<file path="src/rtl/rgb_pkg.sv">
// Shared hue-wheel types and duty helpers for the RGB fade path and its PWM channels.
package rgb_pkg;

  localparam int unsigned DUTY_W_DEFAULT = 8;
  localparam int unsigned NUM_PHASES     = 6;

  // Names describe which colour is ramping and in which direction.
  typedef enum logic [2:0] {
    PH_G_UP = 3'd0,
    PH_R_DN = 3'd1,
    PH_B_UP = 3'd2,
    PH_G_DN = 3'd3,
    PH_R_UP = 3'd4,
    PH_B_DN = 3'd5
  } phase_t;

  function automatic int unsigned duty_max(input int unsigned width);
    return (32'd1 << width) - 32'd1;
  endfunction

endpackage

</file>
<file path="src/rtl/rgb_step_prescaler.sv">
// Step-rate prescaler: pulses tick_c once every rate+1 enabled clk cycles.
module rgb_step_prescaler #(
  parameter int unsigned PRESC_W = 24
) (
  input  logic               clk,
  input  logic               reset,
  input  logic               enable,
  input  logic [PRESC_W-1:0] rate,
  output logic               tick_c
);

  logic [PRESC_W-1:0] cnt_q;
  logic [PRESC_W-1:0] cnt_d;

  // >= so a live rate drop below the current count still wraps at once.
  always_comb begin
    tick_c = enable && (cnt_q >= rate);
    cnt_d  = '0;
    if (enable && !tick_c) begin
      cnt_d = cnt_q + PRESC_W'(1);
    end
  end

  always_ff @(posedge clk) begin
    if (reset) begin
      cnt_q <= '0;
    end else begin
      cnt_q <= cnt_d;
    end
  end

endmodule

</file>
<file path="src/rtl/rgb_fade_sequencer.sv">
// Hue-wheel duty sequencer feeding the R/G/B PWM channels; commits only at PWM period ends.
// Optional build macro RGB_FADE_BRIGHTNESS_EN adds a global brightness scale input.
module rgb_fade_sequencer
  import rgb_pkg::*;
#(
  parameter int unsigned DUTY_W  = DUTY_W_DEFAULT,
  parameter int unsigned PRESC_W = 24
) (
  input  logic               clk,
  input  logic               reset,
  input  logic               enable,
  input  logic [PRESC_W-1:0] rate,
  input  logic               period_end,
`ifdef RGB_FADE_BRIGHTNESS_EN
  input  logic [DUTY_W-1:0]  brightness,
`endif
  output logic [DUTY_W-1:0]  duty_r,
  output logic [DUTY_W-1:0]  duty_g,
  output logic [DUTY_W-1:0]  duty_b,
  output logic [2:0]         phase,
  output logic               duty_valid
);

  localparam logic [DUTY_W-1:0] MAX      = DUTY_W'(duty_max(DUTY_W));
  localparam logic [DUTY_W-1:0] LVL_LAST = MAX - DUTY_W'(1);

  logic              tick_c;
  logic              apply_c;
  logic              pending_q,    pending_d;
  logic [DUTY_W-1:0] lvl_q,        lvl_d;
  phase_t            phase_q,      phase_d;
  logic [DUTY_W-1:0] duty_r_q,     duty_r_d;
  logic [DUTY_W-1:0] duty_g_q,     duty_g_d;
  logic [DUTY_W-1:0] duty_b_q,     duty_b_d;
  logic              duty_valid_q, duty_valid_d;
  logic [DUTY_W-1:0] raw_r_c, raw_g_c, raw_b_c;
  logic [DUTY_W-1:0] out_r_c, out_g_c, out_b_c;
  logic [DUTY_W-1:0] rst_r_c;

  rgb_step_prescaler #(
    .PRESC_W (PRESC_W)
  ) u_presc (
    .clk    (clk),
    .reset  (reset),
    .enable (enable),
    .rate   (rate),
    .tick_c (tick_c)
  );

  assign apply_c = enable && period_end && (pending_q || tick_c);

  // Hue wheel mapping from the post-apply level and phase.
  always_comb begin
    raw_r_c = '0;
    raw_g_c = '0;
    raw_b_c = '0;
    case (phase_d)
      PH_G_UP: begin
        raw_r_c = MAX;
        raw_g_c = lvl_d;
      end
      PH_R_DN: begin
        raw_r_c = MAX - lvl_d;
        raw_g_c = MAX;
      end
      PH_B_UP: begin
        raw_g_c = MAX;
        raw_b_c = lvl_d;
      end
      PH_G_DN: begin
        raw_g_c = MAX - lvl_d;
        raw_b_c = MAX;
      end
      PH_R_UP: begin
        raw_r_c = lvl_d;
        raw_b_c = MAX;
      end
      default: begin
        raw_r_c = MAX;
        raw_b_c = MAX - lvl_d;
      end
    endcase
  end

`ifdef RGB_FADE_BRIGHTNESS_EN
  localparam int unsigned PROD_W = 2 * DUTY_W + 1;

  // (raw * (br+1)) >> DUTY_W, so br == MAX is an exact pass-through.
  function automatic logic [DUTY_W-1:0] scale(input logic [DUTY_W-1:0] raw,
                                              input logic [DUTY_W-1:0] br);
    logic [PROD_W-1:0] prod;
    prod = PROD_W'(raw) * (PROD_W'(br) + PROD_W'(1));
    return DUTY_W'(prod >> DUTY_W);
  endfunction

  always_comb begin
    out_r_c = scale(raw_r_c, brightness);
    out_g_c = scale(raw_g_c, brightness);
    out_b_c = scale(raw_b_c, brightness);
    rst_r_c = scale(MAX, brightness);
  end
`else
  always_comb begin
    out_r_c = raw_r_c;
    out_g_c = raw_g_c;
    out_b_c = raw_b_c;
    rst_r_c = MAX;
  end
`endif

  // Pending-tick latch and hue advance; outputs hold unless a step is applied.
  always_comb begin
    pending_d    = pending_q;
    lvl_d        = lvl_q;
    phase_d      = phase_q;
    duty_r_d     = duty_r_q;
    duty_g_d     = duty_g_q;
    duty_b_d     = duty_b_q;
    duty_valid_d = 1'b0;

    if (!enable || apply_c) begin
      pending_d = 1'b0;
    end else if (tick_c) begin
      pending_d = 1'b1;
    end

    if (apply_c) begin
      if (lvl_q == LVL_LAST) begin
        lvl_d = '0;
        if (32'(phase_q) == NUM_PHASES - 1) begin
          phase_d = PH_G_UP;
        end else begin
          phase_d = phase_t'(phase_q + 3'd1);
        end
      end else begin
        lvl_d = lvl_q + DUTY_W'(1);
      end
      duty_r_d     = out_r_c;
      duty_g_d     = out_g_c;
      duty_b_d     = out_b_c;
      duty_valid_d = 1'b1;
    end
  end

  always_ff @(posedge clk) begin
    if (reset) begin
      pending_q    <= 1'b0;
      lvl_q        <= '0;
      phase_q      <= PH_G_UP;
      duty_r_q     <= rst_r_c;
      duty_g_q     <= '0;
      duty_b_q     <= '0;
      duty_valid_q <= 1'b0;
    end else begin
      pending_q    <= pending_d;
      lvl_q        <= lvl_d;
      phase_q      <= phase_d;
      duty_r_q     <= duty_r_d;
      duty_g_q     <= duty_g_d;
      duty_b_q     <= duty_b_d;
      duty_valid_q <= duty_valid_d;
    end
  end

  assign duty_r     = duty_r_q;
  assign duty_g     = duty_g_q;
  assign duty_b     = duty_b_q;
  assign phase      = 3'(phase_q);
  assign duty_valid = duty_valid_q;

endmodule
</file>
<file path="config.mk">
export PLATFORM = sky130hd
export DESIGN_NAME = rgb_fade_sequencer
export DESIGN_NICKNAME = d
export VERILOG_FILES = /design/src/rtl/rgb_pkg.sv /design/src/rtl/rgb_step_prescaler.sv /design/src/rtl/rgb_fade_sequencer.sv
export SDC_FILE = /design/constraint.sdc
export NUM_CORES = 1
export LEC_CHECK = 0
export ABC_AREA = 1
export CAP_MARGIN = 20
export CORE_MARGIN = 2
export CORE_UTILIZATION = 30
export CTS_CLUSTER_DIAMETER = 50
export DETAILED_ROUTE_END_ITERATION = 10
export PLACE_DENSITY = 0.47
export SLEW_MARGIN = 20
export SYNTH_ARGS = -nofsm -noshare
export SYNTH_HDL_FRONTEND = slang
export SYNTH_HIERARCHICAL = 1
export SYNTH_SLANG_ARGS = --single-unit
</file>
<file path="constraint.sdc">
create_clock -name clk -period 5.25 [get_ports clk]
set_input_delay 0.525 -clock clk [delete_from_list [all_inputs] [get_ports clk]]
set_output_delay 0.525 -clock clk [all_outputs]
set_load 0.01 [all_outputs]
</file>
# Word level (Yosys, flattened, before mapping)
# Index checks and enable logic that the tools add are counted.
[totals]
wordCells = 44
out_inout_bits = 28
regBits = 61
input_bits = 28
[classes]
n_reduce_logical = 15
n_addsub = 4
muxes = 9
n_eq_ne = 6
magnitude_cmp = 1
n_bitwise = 1
[ops]
columns = ["operator", "n"]
rows = [
  ["$pmux W8 S3", 3],
  ["$add A24 B1 Y24 const B", 1],
  ["$ge A24 B24 Y1", 1],
  ["$mux W8", 2],
  ["$reduce_or A2 Y1", 6],
  ["$mux W3", 3],
  ["$add A8 B1 Y8 const B", 1],
  ["$eq A8 B8 Y1 const B", 1],
  ["$sub A8 B8 Y8 const A", 1],
  ["$eq A3 B2 Y1 const B", 2],
  ["$eq A3 B3 Y1 const B", 2],
  ["$logic_and A1 B1 Y1", 4],
  ["$add A3 B1 Y3 const B", 1],
  ["$eq A3 B1 Y1 const B", 1],
  ["$logic_not A3 Y1", 1],
  ["$logic_not A1 Y1", 2],
  ["$logic_or A1 B1 Y1", 2],
  ["$mux W1", 1],
  ["$not A1 Y1", 1],
]

# Longest topological paths before layout
# Gate-level depths: netlist (run 1).
[depth]
depth_word = 8
ltp_mapped = 23
mapped_depth_nobuf = 23

# Cells and area by module
# The synthesis (run 1) kept the hierarchy.
[modules_own_cells]
columns = ["mod", "cells_each", "area_per_inst_um2", "seq_area_each_um2", "n_inst"]
rows = [
  ["rgb_fade_sequencer", 287, 2038.2, 740.7, 1],
  ["rgb_step_prescaler", 281, 1903.1, 480.5, 1],
]

# Worst setup path after synthesis (run 1)
# No wires, ideal clock.
[synth_timing]
kind = "input -> register"
from = "input port rate[23]"
to = "register duty_b_q[2] (netlist: duty_b[2])"
path_buffers = 1
path_slack_ns = 2.598
arrival_ns = 2.530
path_stages = 20
path_cell_list = "inv_1 ha_1 nand2_1 nor2_1 nand3_1 nor2_1 nand2_1 a21oi_1 nor2_4 nor2_8 nand3_4 clkinv_2 nand3_2 nand2_4 buf_6 nand2_4 inv_6 nand2_2 nand2_1 a21oi_2"
[synth_between]
elab_chain_len = 8
elab_cells_between_ends = 15
cone_classes = "add/sub (1); order compare (1); eq/ne (4); mux (3); reduce/logical (6)"
[synth_lines]
columns = ["item", "line", "text"]
rows = [
  ["start: declaration", "rgb_fade_sequencer.sv:12", "input logic [PRESC_W-1:0] rate,"],
  ["$ge A24 B24 Y1 *", "rgb_step_prescaler.sv:17", "tick_c = enable && (cnt_q >= rate);"],
  ["$logic_and A1 B1 Y1 *", "rgb_step_prescaler.sv:17", ""],
  ["via tick_c", "rgb_fade_sequencer.sv:27", "logic tick_c;"],
  ["$logic_or A1 B1 Y1 *", "rgb_fade_sequencer.sv:50", "assign apply_c = enable && period_end && (pending_q || tick_c);"],
  ["$logic_and A1 B1 Y1 *", "rgb_fade_sequencer.sv:50", ""],
  ["parallel branches: the longest is 4 deep, another holds $sub A8 B8 Y8", "-", ""],
  ["end signal: assignment", "rgb_fade_sequencer.sv:160", "duty_b_q <= duty_b_d;"],
  ["end: declaration", "rgb_fade_sequencer.sv:34", "logic [DUTY_W-1:0] duty_b_q, duty_b_d;"],
]
# Mark *: on every way through the listed nets, which the timed path passes.
# A chain may end at the register's enable or synchronous reset.

# Worst setup path after layout (run 1)
[layout_timing]
from = "input port rate[7]"
to = "register duty_b_q[5] (netlist: duty_b[5])"
# The elaborated chain is that of the path after synthesis.

==> impl_metrics.tcl, run 1 <==
set metrics [dict create \
    cts_tree "yes" \
    cts_setup_buffers 0 \
    most-common-layout-cells "nand2_1, inv_1, nor2_1, dfxtp_1, clkdlybuf4s50_1" \
    cts_sinks 61 \
    htreeDepth 3 \
    netlist_area_um2 3940 \
    clk_pin_slew_ns 0.05 \
    routed_wl_um 9900 \
    post_synth_inst_count 568 \
    synth_cell_type_count 37 \
    antenna_cells 0 \
    drt-wirelength-per-cell_um 12.4 \
    place.gp.congestion 0.817 \
    max_freq_mhz 279 \
    layout_worst_path_cycle_share 0.683 \
    peakVddDrop_mv 0.169 \
    period_minus_slack_ns 3.58 \
    grt_max_degree 37 \
    io_buffer_count 55 \
    ff_latch_area_um2 1220 \
    avgSynthCellArea_um2 6.94 \
    maxCapViolCount 0 \
    stdcell_count 801 \
    numCtsBuffers 9 \
    path_max_fanout 36 \
    fin_util 0.386 \
    worst_slew_pin_slew_ns 0.545 \
    dp.cells 786 \
    postRouteAntennaNets 0 \
    worst_ep_arrival_time_ns 3.78 \
    ys_seq_elements 61 \
    cts_resized 0 \
    via_per_inst 4.41 \
    area.growth.synth_to_final_pct 24.7 \
    die_area_um2 14100 \
    power_density_nw_per_um2 218 \
    initial_core_util 0.310 \
    syn_nets 623 \
    first_global_vias 3500 \
    drtIter0Drc 141 \
    ys_seq_area_frac 0.310 \
    final-setup-viol-count 0 \
    nFillCells 1398 \
    gr-usage-all-layers 0.149 \
    ios 56 \
    grt_overflow 0 \
    worstSetupPathType "input port to flip-flop" \
    power_mw 1.07 \
    rsz0062_at_grt "false" \
    fin_skew_ns 0.00584 \
    drive_gt1_frac 0.110 \
    status "completed" \
    hold_buffers 0 \
    holdWs_ns 0.458 \
    worst_setup_path_start_kind "input port" \
    core_region_area_um2 12700 \
    max_slew_margin 0.636 \
    finalHoldViolations 0 \
    place_hpwl_um 7540 \
    multi_input_area_um2 2310 \
    drv_slew 0 \
    nets 680 \
    grt_pass1_wl_um 16700 \
    vias 3536 \
    cts.path.max_buffers 2 \
    power.leakage_nw 2.28 \
    clk_latency_ns 0.33 \
    yosys_warnings 6 \
    min-delay-path-class "flip-flop to flip-flop" \
    critPathCaptureType "flip-flop" \
    crit_required_ns 5.45 \
    dr.pass1.iters 5 \
    cts-root-buf "clkbuf_16" \
    drc 0 \
    setup_tns_ns 0 \
    fp.dieW_um 119 \
    rows 41 \
    antenna_found_initial 0 \
    layout_commonest_cell "nand2_1" \
    die_y_um 119 \
]
-- worst max-delay path: stages --
cell and delay, ns:
clkdlybuf4s50_1 0.46, inv_1 0.04, ha_1 0.28, nand2_1 0.07
nor2_1 0.15, nand2_1 0.07, nand2_1 0.06, nor2_1 0.04
nand2_1 0.10, nand2_1 0.09, a21oi_1 0.26, nor2_4 0.08
nor2_8 0.43, nand4_2 0.23, nand2_2 0.13, nand2_4 0.14
nor2_2 0.33, o21ai_0 0.15, nand2_1 0.10, a21oi_2 0.05
-- cells in the mapped netlist --
cell      number  area, µm²
xnor2_1        4       35.0
inv_2          4       15.0
nor2_2         5       31.3
clkbuf_8       1       13.8
nand3_1       31        155
nand3_2        2       20.0
clkbuf_1       4       15.0
o21bai_1       1       7.51
xor2_1        12        105
nor3_1         5       25.0
buf_6          3       33.8
dfxtp_1       61       1220
nand4_2        1       12.5
inv_1         78        293
nand2_2       10       62.6
nor2_1        64        240
nand2_4        6       67.6
a21oi_2        8       70.1
nand4_1       10       62.6
ha_1          27        338
nor3_2         2       20.0
nand3b_1       2       15.0
buf_4          2       15.0
nand2_1      158        593
nor2_4         6       67.6
a21oi_1       27        135
nor2_8         4       80.1
o21ai_1        5       25.0
a21o_1         2       15.0
nand2b_1       1       6.26
or2_2          2       12.5
o21ai_0       15       75.1
nand3b_4       1       20.0
inv_6          1       8.76
nand3_4        1       17.5
inv_4          1       6.26
clkinv_2       1       5.00
-- layer usage --
layer,vias to the layer above,GRT usage,wire [µm],part of all wire
met5,-,0,0,0
met4,0,0.0357,105,0.011
met3,10,0.0352,309,0.031
met2,47,0.277,5010,0.51
met1,1575,0.169,4470,0.45
li1,1904,-,-,-
-- report_power, final --
part	internal, mW	total, mW	switching [mW]	leakage, nW
combinational	0.0261	0.0495	0.0233	1.65
clock	0.355	0.556	0.202	0.139
sequential	0.464	0.465	0.000682	0.492
-- state kept, by name, summed over array words and instances (netlist names) --
name           count
duty_valid         1
lvl_q              8
duty_b             8
u_presc/cnt_q     24
duty_g             8
phase              3
pending_q          1
duty_r             8
-- final timing paths --
| check | from | end | slack [ns] | cells after the start |
|---|---|---|---|---|
| max | rate[7] | duty_b[5]$_SDFFE_PP0N_ | 1.67 | 20 |
| min | u_presc/cnt_q[0]$_SDFF_PP0_ | u_presc/cnt_q[0]$_SDFF_PP0_ | 0.46 | 1 |
| min reg2reg | u_presc/cnt_q[0]$_SDFF_PP0_ | u_presc/cnt_q[0]$_SDFF_PP0_ | 0.46 | 1 |
| max reg2reg | u_presc/cnt_q[7]$_SDFF_PP0_ | duty_b[5]$_SDFFE_PP0N_ | 2.00 | 18 |
-- final cells by class --
type / count / share of cell area
Multi-Input combinational cell: 412 / 0.471
Sequential cell: 61 / 0.248
Timing Repair Buffer: 56 / 0.114
Inverter: 85 / 0.0667
Clock buffer: 14 / 0.0557
Tap cell: 172 / 0.0438
Clock inverter: 1 / 0.00102
-- cells by family (layout without fill, tap and decap cells) --
| group | count (synthesis) | count (layout) | share of synthesized area |
|---|---|---|---|
| flops | 61 | 61 | 0.310 |
| compound gates | 58 | 58 | 0.0832 |
| xor+xnor | 16 | 16 | 0.0356 |
| buf+inv | 95 | 156 | 0.103 |
| fa+ha+maj | 27 | 27 | 0.0857 |
| simple gates | 311 | 311 | 0.383 |
-- through the flow --
stage	setup WS [ns]	area (µm²)
5_1_grt	1.24	4920
2_1_floorplan	2.60	3940
3_5_place_dp	1.34	4640
3_3_place_gp	1.36	4640
4_1_cts	1.69	4920
6_report	1.67	4920
No activity file was read; power rests on OpenSTA's default activity.
==> inputs of run 2 (changes only) <==
Settings changed: PLACE_DENSITY 0.47 to 0.49.
Clock period 5.25 ns to 3 ns, I/O delays scaled along.
==> impl_metrics.tcl, run 2 (synthesized netlist as in run 1, its figures left out) <==
set metrics [dict create \
    regMostFlops "u_presc/cnt_q" \
    worst_ep_arrival_time_ns 3.04 \
    drt-wirelength-per-cell_um 12.1 \
    die_area_um2 14100 \
    worst_path_dominant_cell_family "simple AND/OR/NAND/NOR gates" \
    cp_cell_sequence "clkdlybuf4s50_1 > inv_1 > ha_1 > nand2_1 > nor2_2 > nand3_2 > nor2_2 > nand2_2 > a21oi_4 > nor2_4 > nor2_8 > nand3_4 > inv_4 > nand2_2 > nand2_4 > inv_2 > nor2_4 > o21ai_1 > nand2_1 > nand2_1 > nand2_1" \
    max_freq_mhz 361 \
    drv_slew 0 \
    setup_ws_ns 0.227 \
    cts.path.max_buffers 2 \
    peakVddDrop_mv 0.208 \
    vias 3659 \
    max_slew_margin 0.632 \
    postRouteAntennaNets 0 \
    worstSetupPathType "input port to flip-flop" \
    gr-usage-all-layers 0.150 \
    place_ws_ns -0.313 \
    slowest_stage "clkdlybuf4s50_1" \
    r2r_start "u_presc/cnt_q[15]$_SDFF_PP0_" \
    grt_overflow 0 \
    hold_depth 2 \
    maxCapViolCount 0 \
    ios 56 \
    power_mw 1.97 \
    core_region_area_um2 12700 \
    nets 711 \
    cts_tree "yes" \
    htreeDepth 3 \
    power.leakage_nw 2.45 \
    place.gp.congestion 0.844 \
    final-setup-viol-count 0 \
    drc 0 \
    crit_top_cell "nand2_1" \
    crit_required_ns 3.27 \
    critPathCaptureType "flip-flop" \
    slowest_delay_ns 0.45 \
    io_buffer_count 55 \
    reg2reg_depth 19 \
    most-common-layout-cells "nand2_1, inv_1, nor2_1, dfxtp_1, clkdlybuf4s50_1" \
    via_per_inst 4.39 \
    worst_setup_path_start_kind "input port" \
    finalHoldViolations 0 \
    postPlaceCellArea_um2 4830 \
    path_max_fanout 8 \
    design_area_um2 5240 \
    area.growth.synth_to_final_pct 32.9 \
    initial_core_util 0.310 \
    period_minus_slack_ns 2.77 \
    fin_skew_ns 0.00597 \
    first_global_vias 3641 \
    fp.dieW_um 119 \
    worst_slew_pin_slew_ns 0.551 \
    drtIter0Drc 159 \
    rsz0062_at_grt "false" \
    die_y_um 119 \
    status "completed" \
    grt_max_degree 29 \
    grt_pass1_wl_um 17200 \
    cp.buffers_inverters 4 \
    rr_endpoint "duty_r[7]$_SDFFE_PP1N_" \
    dr.pass1.iters 4 \
    dp.cells 812 \
    place_hpwl_um 7660 \
    antenna_found_initial 0 \
    hp-start "duty_g[6]$_SDFFE_PP0N_" \
    layout_commonest_cell "nand2_1" \
    drive_gt1_frac 0.169 \
    stdcell_count 833 \
    power_density_nw_per_um2 377 \
    clk_latency_ns 0.33 \
    rows 41 \
    hold_path_end "duty_g[6]$_SDFFE_PP0N_" \
    antenna_cells 0 \
    routed_wl_um 10100 \
    numCtsBuffers 9 \
    hold_buffers 0 \
    cts-root-buf "clkbuf_16" \
    largest_reg_flops 24 \
    holdWs_ns 0.467 \
    clk_pin_slew_ns 0.05 \
    min-delay-path-class "flip-flop to flip-flop" \
    cts_sinks 61 \
    layout_worst_path_cycle_share 0.924 \
    reg2reg_slack_ns 0.31 \
]
[run 2: area by class of cell]
class | instances | area [µm²]
clock buffer | 13 | 270
inverter | 85 | 334
clock inverter | 3 | 42.5
timing repair buffer | 87 | 791
multi-input combinational | 412 | 2360
sequential | 61 | 1220
fill | 1396 | 7480
tap | 172 | 215
[run 2: report_power, final]
| group | leakage (nW) | switching, mW | internal (mW) | total (mW) |
|---|---|---|---|---|
| Clock | 0.152 | 0.361 | 0.709 | 1.07 |
| Combinational | 1.80 | 0.0426 | 0.0469 | 0.0895 |
| Sequential | 0.492 | 0.00127 | 0.812 | 0.814 |
[run 2: how the worst max path moves through the flow]
stage / from / endpoint / slack (ns) / depth (start not counted)
6_report: rate[23] / duty_r[7]$_SDFFE_PP1N_ / 0.23 / 21
5_1_grt: rate[9] / duty_b[7]$_SDFFE_PP0N_ / 0.02 / 22
4_1_cts: rate[23] / duty_r[2]$_SDFFE_PP1N_ / 0.01 / 20
3_5_place_dp: rate[23] / duty_r[2]$_SDFFE_PP1N_ / -0.31 / 20
3_3_place_gp: rate[23] / duty_r[2]$_SDFFE_PP1N_ / -0.29 / 20
2_1_floorplan: rate[23] / duty_b[2]$_SDFFE_PP0N_ / 0.57 / 20
[run 2: what timing repair did]
action                     in CTS  in global routing
buffers inserted                0                  5
setup endpoints to repair       0                 24
gates resized for setup         0                 17
[run 2: worst reg2reg max path: cells and delay by family (launching register included)]
family / cells / cell delay, ns
AO/OA/AOI/OAI: 2 / 0.26
buffers and inverters: 2 / 0.16
AND/OR/NAND/NOR: 14 / 1.53
adder cells (fa/ha/maj): 1 / 0.31
flip-flops: 1 / 0.36
[run 2: layer usage]
metal	part of all wire	routed length, µm	global-route usage
met1	0.45	4560	0.173
met2	0.51	5090	0.273
met3	0.032	322	0.0362
met4	0.010	103	0.0417
met5	0	0	0
[run 2: stage by stage]
| stage | TNS [ns] | util |
|---|---|---|
| final | 0 | 0.412 |
| after global routing | 0 | 0.412 |
| after CTS | 0 | 0.404 |
| after detailed placement | -6.18 | 0.380 |
| after global placement | -5.57 | 0.380 |
| after floorplan | 0 | - |
